==> src/rtl/tb4004_pkg.sv <==
// Shared TB4004 constants: command encoding, cycle phases, stack depths.
package tb4004_pkg;

  typedef enum logic [1:0] {
    CMD_NOP  = 2'b00,
    CMD_JUMP = 2'b01,
    CMD_CALL = 2'b10,
    CMD_RET  = 2'b11
  } cmd_e;

  localparam int unsigned CYC_W = 3;

  localparam logic [CYC_W-1:0] CYC_INC  = 3'd2;
  localparam logic [CYC_W-1:0] CYC_EXEC = 3'd7;

  localparam int unsigned STK_DEPTH_4004 = 3;
  localparam int unsigned STK_DEPTH_4040 = 7;

endpackage

==> src/rtl/addr_stack.sv <==
// Circular return-address LIFO with push/pop strobes and overflow/underflow pulses.
module addr_stack #(
  parameter  int unsigned ADDR_W = 12,
  parameter  int unsigned DEPTH  = 3,
  localparam int unsigned SP_W   = $clog2(DEPTH),
  localparam int unsigned CNT_W  = $clog2(DEPTH + 1)
) (
  input  logic              clk,
  input  logic              rst_n,
  input  logic              i_push,
  input  logic              i_pop,
  input  logic [ADDR_W-1:0] i_push_data,
  output logic [ADDR_W-1:0] o_pop_data_c,
  output logic [SP_W-1:0]   o_sp,
  output logic [CNT_W-1:0]  o_cnt,
  output logic              o_ovf,
  output logic              o_unf
);

  logic [ADDR_W-1:0] r_mem [DEPTH];
  logic [SP_W-1:0]   r_sp;
  logic [CNT_W-1:0]  r_cnt;
  logic              r_ovf;
  logic              r_unf;
  logic [SP_W-1:0]   w_sp_inc;
  logic [SP_W-1:0]   w_sp_dec;
  logic              w_full;
  logic              w_empty;

  // Pointer wrap arithmetic and occupancy status.
  always_comb begin
    w_sp_inc = (r_sp == SP_W'(DEPTH - 1)) ? '0 : r_sp + SP_W'(1);
    w_sp_dec = (r_sp == '0) ? SP_W'(DEPTH - 1) : r_sp - SP_W'(1);
    w_full   = (r_cnt == CNT_W'(DEPTH));
    w_empty  = (r_cnt == '0);
  end

  // Entry below the write pointer; a pop always reads it, even when stale.
  assign o_pop_data_c = r_mem[w_sp_dec];

  // Storage array: written only by push, cleared only by reset.
  always_ff @(posedge clk or negedge rst_n) begin
    if (!rst_n) begin
      for (int i = 0; i < int'(DEPTH); i++) r_mem[i] <= '0;
    end else if (i_push) begin
      r_mem[r_sp] <= i_push_data;
    end
  end

  // Pointer, count and single-clock ovf/unf pulses.
  always_ff @(posedge clk or negedge rst_n) begin
    if (!rst_n) begin
      r_sp  <= '0;
      r_cnt <= '0;
      r_ovf <= 1'b0;
      r_unf <= 1'b0;
    end else begin
      r_ovf <= i_push & w_full;
      r_unf <= i_pop & w_empty;
      if (i_push) begin
        r_sp <= w_sp_inc;
        if (!w_full) r_cnt <= r_cnt + CNT_W'(1);
      end else if (i_pop) begin
        r_sp <= w_sp_dec;
        if (!w_empty) r_cnt <= r_cnt - CNT_W'(1);
      end
    end
  end

  assign o_sp  = r_sp;
  assign o_cnt = r_cnt;
  assign o_ovf = r_ovf;
  assign o_unf = r_unf;

endmodule

==> src/rtl/pc_call_stack.sv <==
// TB4004 program-address unit: PC register, cycle qualification, next-PC mux.
module pc_call_stack
  import tb4004_pkg::*;
#(
  parameter  int unsigned      ADDR_W     = 12,
  parameter  int unsigned      DEPTH      = STK_DEPTH_4004,
  parameter  logic [CYC_W-1:0] INC_CYCLE  = CYC_INC,
  parameter  logic [CYC_W-1:0] EXEC_CYCLE = CYC_EXEC,
  localparam int unsigned      SP_W       = $clog2(DEPTH),
  localparam int unsigned      CNT_W      = $clog2(DEPTH + 1)
) (
  input  logic              clk,
  input  logic              rst_n,
  input  logic [CYC_W-1:0]  cycle,
  input  logic              pc_inc,
  input  logic [1:0]        cmd,
  input  logic [ADDR_W-1:0] pc_new,
  output logic [ADDR_W-1:0] pc_addr,
  output logic [SP_W-1:0]   sp,
  output logic [CNT_W-1:0]  stk_cnt,
  output logic              stk_ovf,
  output logic              stk_unf
);

  // Increment and command must never share an edge; depth must be sane.
  if (INC_CYCLE == EXEC_CYCLE) begin : g_bad_cycles
    $error("pc_call_stack: INC_CYCLE must differ from EXEC_CYCLE");
  end
  if (DEPTH < 2 || DEPTH > 16) begin : g_bad_depth
    $error("pc_call_stack: DEPTH must be in 2..16");
  end

  logic [ADDR_W-1:0] r_pc;
  logic [ADDR_W-1:0] w_pc_nxt;
  logic [ADDR_W-1:0] w_pop_data;
  logic              w_inc_en;
  logic              w_exec;
  logic              w_push;
  logic              w_pop;
  cmd_e              w_cmd;

  // Qualify increment and command by the current phase.
  always_comb begin
    w_cmd    = cmd_e'(cmd);
    w_inc_en = (cycle == INC_CYCLE) & pc_inc;
    w_exec   = (cycle == EXEC_CYCLE);
    w_push   = w_exec & (w_cmd == CMD_CALL);
    w_pop    = w_exec & (w_cmd == CMD_RET);
  end

  // Next-PC select: hold, increment, jump/call target or popped return address.
  always_comb begin
    w_pc_nxt = r_pc;
    if (w_inc_en) begin
      w_pc_nxt = r_pc + ADDR_W'(1);
    end else if (w_exec) begin
      case (w_cmd)
        CMD_JUMP: w_pc_nxt = pc_new;
        CMD_CALL: w_pc_nxt = pc_new;
        CMD_RET:  w_pc_nxt = w_pop_data;
        default:  w_pc_nxt = r_pc;
      endcase
    end
  end

  // Program counter register.
  always_ff @(posedge clk or negedge rst_n) begin
    if (!rst_n) r_pc <= '0;
    else        r_pc <= w_pc_nxt;
  end

  addr_stack #(
    .ADDR_W (ADDR_W),
    .DEPTH  (DEPTH)
  ) u_addr_stack (
    .clk          (clk),
    .rst_n        (rst_n),
    .i_push       (w_push),
    .i_pop        (w_pop),
    .i_push_data  (r_pc),
    .o_pop_data_c (w_pop_data),
    .o_sp         (sp),
    .o_cnt        (stk_cnt),
    .o_ovf        (stk_ovf),
    .o_unf        (stk_unf)
  );

  assign pc_addr = r_pc;

endmodule

==> config.mk <==
export PLATFORM = sky130hd
export DESIGN_NAME = pc_call_stack
export DESIGN_NICKNAME = d
export VERILOG_FILES = /design/src/rtl/tb4004_pkg.sv /design/src/rtl/addr_stack.sv /design/src/rtl/pc_call_stack.sv
export SDC_FILE = /design/constraint.sdc
export NUM_CORES = 1
export LEC_CHECK = 0
export ABC_AREA = 1
export BUFFER_PORTS_ARGS = -buffer_cell sky130_fd_sc_hd__buf_2
export CORE_UTILIZATION = 35
export CTS_CLUSTER_DIAMETER = 60
export CTS_CLUSTER_SIZE = 40
export DETAILED_ROUTE_END_ITERATION = 8
export GPL_ROUTABILITY_DRIVEN = 0
export SLEW_MARGIN = 40
export SYNTH_ARGS = -nofsm -noshare
export SYNTH_HDL_FRONTEND = slang
export SYNTH_SLANG_ARGS = --single-unit
export TNS_END_PERCENT = 50
==> constraint.sdc <==
create_clock -name clk -period 1.95 [get_ports clk]
set_clock_uncertainty 0.15 [all_clocks]
set_input_delay 0.195 -clock clk [delete_from_list [all_inputs] [get_ports clk]]
set_output_delay 0.195 -clock clk [all_outputs]
set_load 0.05 [all_outputs]
# == Word level (Yosys, flattened, before mapping) ==
# Cells that the tools add are included.
# totals
ff_bits,54
latchBits,0
ram_bits,0
rom_bits,0
in_bits,20
n_memories,0
# classes
n_addsub,5
multipliers,0
n_div,0
n_lt_le_gt_ge,3
n_eq_ne,9
shift,0
n_mux,17
bitwise_logic,7
n_reduce_logical,9
# op_table
operator,n
12-bit two-way mux,5
36-bit bitwise mux,1
12-bit binary-select mux with 2-bit select,1
12-bit demux with 2-bit select,1
12-bit case mux with 2 select lines,1
2-bit two-way mux,8
"12-bit by 1-bit adder with 12-bit output, second input constant",1
"2-bit == test, second input constant",4
"3-bit >= comparator, second input constant",2
2-bit NOT with 3-bit output,2
1-bit bitwise AND,5
"2-bit by 1-bit adder with 2-bit output, second input constant",2
2-bit logical NOT,2
2-bit nonzero test,2
"2-bit by 1-bit subtractor with 2-bit output, second input constant",2
"3-bit by 2-bit == test with 1-bit output, second input constant",1
"3-bit == test, second input constant",1
"3-bit by 1-bit < comparator with 1-bit output, second input constant",1
3-bit AND reduction,1
3-bit nonzero test,1
"2-bit by 1-bit == test with 1-bit output, second input constant",1
"2-bit by 1-bit != test with 1-bit output, second input constant",1
"2-bit != test, second input constant",1
2-bit AND reduction,1
2 further kinds,2

# == Longest topological paths before layout ==
# depth
ltp_word,9
mapped_depth,11
mapped_depth_nobuf,10

# == Hierarchy ==
# From an unflattened synthesis, not the netlist that was laid out.
# unflattened
cells_unflattened,422
hier_area_um2,3186.8
# modules_own_cells
module,instances,cells_per_inst,area_each_um2,seq_area_each_um2
addr_stack,1,260,2158.3,1051.0
pc_call_stack,1,162,1028.5,300.3

# == Least setup slack after synthesis ==
# No wires, ideal clock.
# synth_path
path_type,flip-flop to flip-flop
from,"register u_addr_stack.r_sp[0], in the netlist u_addr_stack.o_sp[0]"
to,"register r_pc[11], in the netlist pc_addr[11]"
setup_time_ns,0.122
t_arrival_ns,1.797
required_ns,1.678
setup_slack_ns,-0.118
stages_incl_launch_ff,9
period_less_slack_ns,2.068
path_cell_list,dfrtp_1 inv_1 ha_1 nor2_1 buf_6 a21oi_1 nand2_1 a21oi_1 a21oi_2
# synth_between
elab_chain_cells,9
# synth_lines
element,line_no,rtl
"start, declared",addr_stack.sv:21,logic [SP_W-1:0] r_sp;
"start signal, assigned",addr_stack.sv:61,r_sp <= w_sp_inc;
"start signal, assigned",addr_stack.sv:64,r_sp <= w_sp_dec;
2-bit by 1-bit subtractor with 2-bit output or 2-bit logical NOT (tied branches),addr_stack.sv:33,w_sp_dec = (r_sp == '0) ? SP_W'(DEPTH - 1) : r_sp - SP_W'(1);
2-bit two-way mux *,addr_stack.sv:33,
2-bit NOT with 3-bit output (implied by the code) *,addr_stack.sv:39,assign o_pop_data_c = r_mem[w_sp_dec];
12-bit binary-select mux with 2-bit select *,addr_stack.sv:39,
12-bit two-way mux (implied by the code) * (2 in series),addr_stack.sv:39,
12-bit case mux with 2 select lines *,pc_call_stack.sv:57,case (w_cmd)
12-bit two-way mux *,pc_call_stack.sv:56,end else if (w_exec) begin
12-bit two-way mux *,pc_call_stack.sv:54,if (w_inc_en) begin
"end signal, assigned",pc_call_stack.sv:69,else r_pc <= w_pc_nxt;
"end, declared",pc_call_stack.sv:33,logic [ADDR_W-1:0] r_pc;
# Every way passes the cells marked *; elsewhere a longest branch is shown, timed or not. The select of a mux whose other input is x is not followed.
# A chain may end at the register's enable or synchronous reset.

# == Final worst setup path ==
# layout_path
from,"register u_addr_stack.r_sp[0], in the netlist u_addr_stack.o_sp[0]"
to,"register r_pc[4], in the netlist pc_addr[4]"
# The elaborated chain is that of the path after synthesis.

==> impl.org <==
** Power
- Internal power of the cells :: 2.467 mW
- Dividing total power by cell area gives a power density of 1258 nW/um^2.
- The worst-case IR drop observed on VDD is 481.9 uV.
- Portion of total power attributed to combinational logic :: 42.3%
- The design draws 4.395 mW.
- Leakage power :: 1.775 nW
- Sequential share of power :: 39.4%
- Per report_power, the clock group accounts for 18.2% of the total.
- Switching power share of the total :: 43.86%
- The analysis attributes to net switching a power of 1.928 mW.

** Final layout
- Area growth syn-to-layout :: 11.32%
- The number of antenna diodes in the final layout is 0.
- Fraction of final layout cells with drive strength greater than 1 :: 24.13%
- Fill cells :: 916
- Leaving out fill and tap cells, the most frequent cell in the layout is sky130_fd_sc_hd__nand2_1.
- Across the whole layout, storage elements account for 1354 um^2.
- Most frequent cells in the layout :: sky130_fd_sc_hd__nand2_1, sky130_fd_sc_hd__nor2_1, sky130_fd_sc_hd__dfrtp_1
- Once layout is complete, the utilization of the core stands at 40.06%.
- Final design instance area without fill :: 3493 um^2
- Net count, final :: 458
- Summing all multi-input logic gate instances after layout gives 1490 um^2.

** STA
- Max Transition Viols Final :: 0
- Final-report setup violation count :: 0
- Min Tclk post-route :: 1815 ps
- PnR worst setup slack :: 134.5 ps
- Setup repair after global routing left no endpoint under its margin.
- The worst path uses 93.10% of the clock period.
- Relative max-transition margin :: 64.38%
- Measured slew at the worst slew-check pin :: 534.3 ps
- Number of hold violations in the final report :: 0
- Achievable Freq :: 550.8 MHz
- Sum of negative setup slack :: 0 ps

** Clocking
- Total setup buffers inserted after CTS :: 0
- Clock H-tree levels :: 2
- CTS clk-pin slew, worst paths :: 100 ps
- Clk buf depth :: 2
- The cell sitting at the root of the clock tree is a sky130_fd_sc_hd__clkbuf_8.
- TritonCTS built the clock tree.
- Count of clock tree sinks :: 54
- Clock latency on the worst-skew pair, taken at its later pin, is 310 ps.
- Inserted Clock Buffers :: 5

** Flow run
- Number of max-cap violations :: 0

** Synthesis
- The Yosys step of the flow raised 0 warnings.
- Synthesized cell area :: 3138 um^2
- Most area-consuming cells after synthesis :: sky130_fd_sc_hd__dfrtp_1, sky130_fd_sc_hd__nand2_1, sky130_fd_sc_hd__nor2_1
- Synthesis handed over a netlist of 393 instances.
- The synthesized design contains 54 register bits.
- For this run, asynchronously set or reset flops after synthesis account for 100.0%.
- The biggest area contributor in the post-synthesis netlist is sky130_fd_sc_hd__dfrtp_1.
- Summed over its instances, the top area cell type makes up 43.06% of the synthesized netlist area.
- Avg Synthesized Cell Area :: 7.985 um^2
- Synthesis produced a netlist with a net count of 421.
- Post-synth top flop :: sky130_fd_sc_hd__dfrtp_1
- EDFF count, synth :: 0
- Summing the sequential cell areas from Yosys gives 43.06% of the chip area.
- Yosys cell types :: 28

** Floorplanning
- The total area inside the core boundary comes to 8721 um^2.
- Measured along the y axis, the die boundary spans 96.69 um.
- Number of standard-cell rows in the floorplan :: 34
- Once the floorplan was initialized, standard cells occupied 35.98% of the core.
- # IOs :: 38
- Area of the die :: 9348 um^2
- From left edge to right edge, the die measures 96.69 um.

** Place
- Total of buffers placed on input and output ports :: 37
- After detailed placement, the total cell area comes to 3366 um^2.
- Timing analysis after detailed placement gives a worst setup slack of 155.0 ps.
- Placed wire-length estimate :: 5.249 mm

** Setup path
- The critical path goes through inv_1 > ha_1 > nor2_1 > buf_4 > a21oi_1 > o21ai_0 > nand2_1 > nand2_1 > nand2_1 > nand2_1.
- CP arrival :: 1920 ps
- By startpoint and endpoint, the worst setup path is classified as reg2reg.
- Worst path top cell family by delay :: flip-flops
- Count of buffer and inverter cells on the critical path :: 2
- Library cell appearing most often on the critical path :: sky130_fd_sc_hd__nand2_1
- Max FO, Critical Path :: 12
- Critical Path Source Type :: flip-flop
- Largest stage delay on the critical path :: 440 ps
- The worst setup path is captured at a flip-flop.
- Slowest stage cell, crit path :: sky130_fd_sc_hd__dfrtp_2
- Worst Path Required :: 2050 ps

** Global route
- Gr usage total :: 16.43%
- Number of antenna violations at the first check in global routing :: 0
- The total overflow left after global routing is 0.
- Largest net degree at the start of global routing :: 34
- Vias in the first global route :: 2483
- Global-route wire length before repair :: 12.36 mm

** Routing
- The pre-antenna-repair detailed-routing pass consisted of 4 iterations.
- In this run, the number of DRC markers left after iteration 0 of detailed routing was 220.
- Final routed DRC violation total :: 0
- Avg WL per Cell :: 13.27 um
- Count of vias placed by the detailed router :: 2552
- Sum of routed wire length over all layers :: 7.150 mm
- Dividing the detail-routed via count by the number of cells gives 4.735.
- Antenna violation net count after detailed routing :: 0

** Run status
- Outcome :: completed

** Min path
- The tightest min-delay check is of the in2reg type.
worst paths after layout:
check / start / end / slack (ps) / cells after the start
min in group asynchronous: rst_n / u_addr_stack.r_mem[17] / 230 / 2
max reg2reg: u_addr_stack.o_sp[0] / pc_addr[4] / 130 / 10
max in group asynchronous: rst_n / pc_addr[4] / 860 / 3
max: u_addr_stack.o_sp[0] / pc_addr[4] / 130 / 10
min: pc_new[0] / pc_addr[0] / 50 / 4
min reg2reg: u_addr_stack.r_mem[27] / u_addr_stack.r_mem[27] / 340 / 2
area by class of cell:
cell class	instances	area share, %
Sequential cell	54	38.75
Tap cell	108	3.868
Multi-Input combinational cell	289	42.66
Clock inverter	3	1.397
Timing Repair Buffer	45	7.450
Clock buffer	5	1.970
Inverter	35	3.904
what timing repair did:
action / in CTS / in global routing
endpoints found under the setup margin: 0 / 1
hold buffers: 1 / 0
hold endpoints to repair: 21 / 0
resized for setup: 0 / 1
per-stage QoR:
step                hold slack (ps)  cells
finish                        48.94    539
CTS                           57.17    539
global placement              50.38    530
floorplan                    -250.6    393
global route                  70.23    539
detailed placement            57.38    530
routing by layer:
| layer | wire length, um | global-route usage [%] |
|---|---|---|
| met1 | 3384 | 22.32 |
| met2 | 3383 | 26.76 |
| met3 | 309 | 3.107 |
| met4 | 72 | 4.592 |
| met5 | 0 | 0 |
state kept, by name, summed over array words and instances, names as in the netlist:
name	cells
u_addr_stack.r_mem	36
pc_addr	12
u_addr_stack.o_cnt	2
u_addr_stack.o_sp	2
u_addr_stack.o_ovf	1
u_addr_stack.o_unf	1
logic make-up (layout without fill, tap and decap cells):
group	count (synthesis)	in the layout	share of synthesized area [%]
simple gates	196	196	27.07
compound gates	83	83	16.67
fa+ha+maj	8	8	3.190
flops	54	54	43.06
buf+inv	50	88	9.450
xor+xnor	2	2	0.5583
cells in the mapped netlist, types with 2 or more instances:
cell and n:
sky130_fd_sc_hd__buf_4 3, sky130_fd_sc_hd__o211ai_1 3, sky130_fd_sc_hd__nor2_1 55, sky130_fd_sc_hd__o21ai_2 21, sky130_fd_sc_hd__inv_4 2, sky130_fd_sc_hd__o21ai_1 15
sky130_fd_sc_hd__a21oi_2 5, sky130_fd_sc_hd__nand3_1 11, sky130_fd_sc_hd__buf_6 10, sky130_fd_sc_hd__nand2_4 4, sky130_fd_sc_hd__o21ai_0 16, sky130_fd_sc_hd__dfrtp_1 54
sky130_fd_sc_hd__ha_1 8, sky130_fd_sc_hd__nor2_2 13, sky130_fd_sc_hd__nand2_1 107, sky130_fd_sc_hd__a21oi_1 22, sky130_fd_sc_hd__inv_1 32, sky130_fd_sc_hd__xor2_1 2
power by group through the flow:
stage | clock (mW) | combinational (mW) | sequential, mW
2_1_floorplan | 0 | 1.14 | 2.00
3_3_place_gp | 0 | 1.84 | 1.74
3_5_place_dp | 0 | 1.87 | 1.76
4_1_cts | 0.816 | 1.88 | 1.73
5_1_grt | 0.872 | 2.10 | 1.78
6_report | 0.801 | 1.86 | 1.73
worst min-delay path, cell delays in order:
cell and delay (ps):
sky130_fd_sc_hd__buf_2 70, sky130_fd_sc_hd__o21a_1 90, sky130_fd_sc_hd__nand2_1 40, sky130_fd_sc_hd__o211ai_1 70
Power figures use the tool's default switching activity.
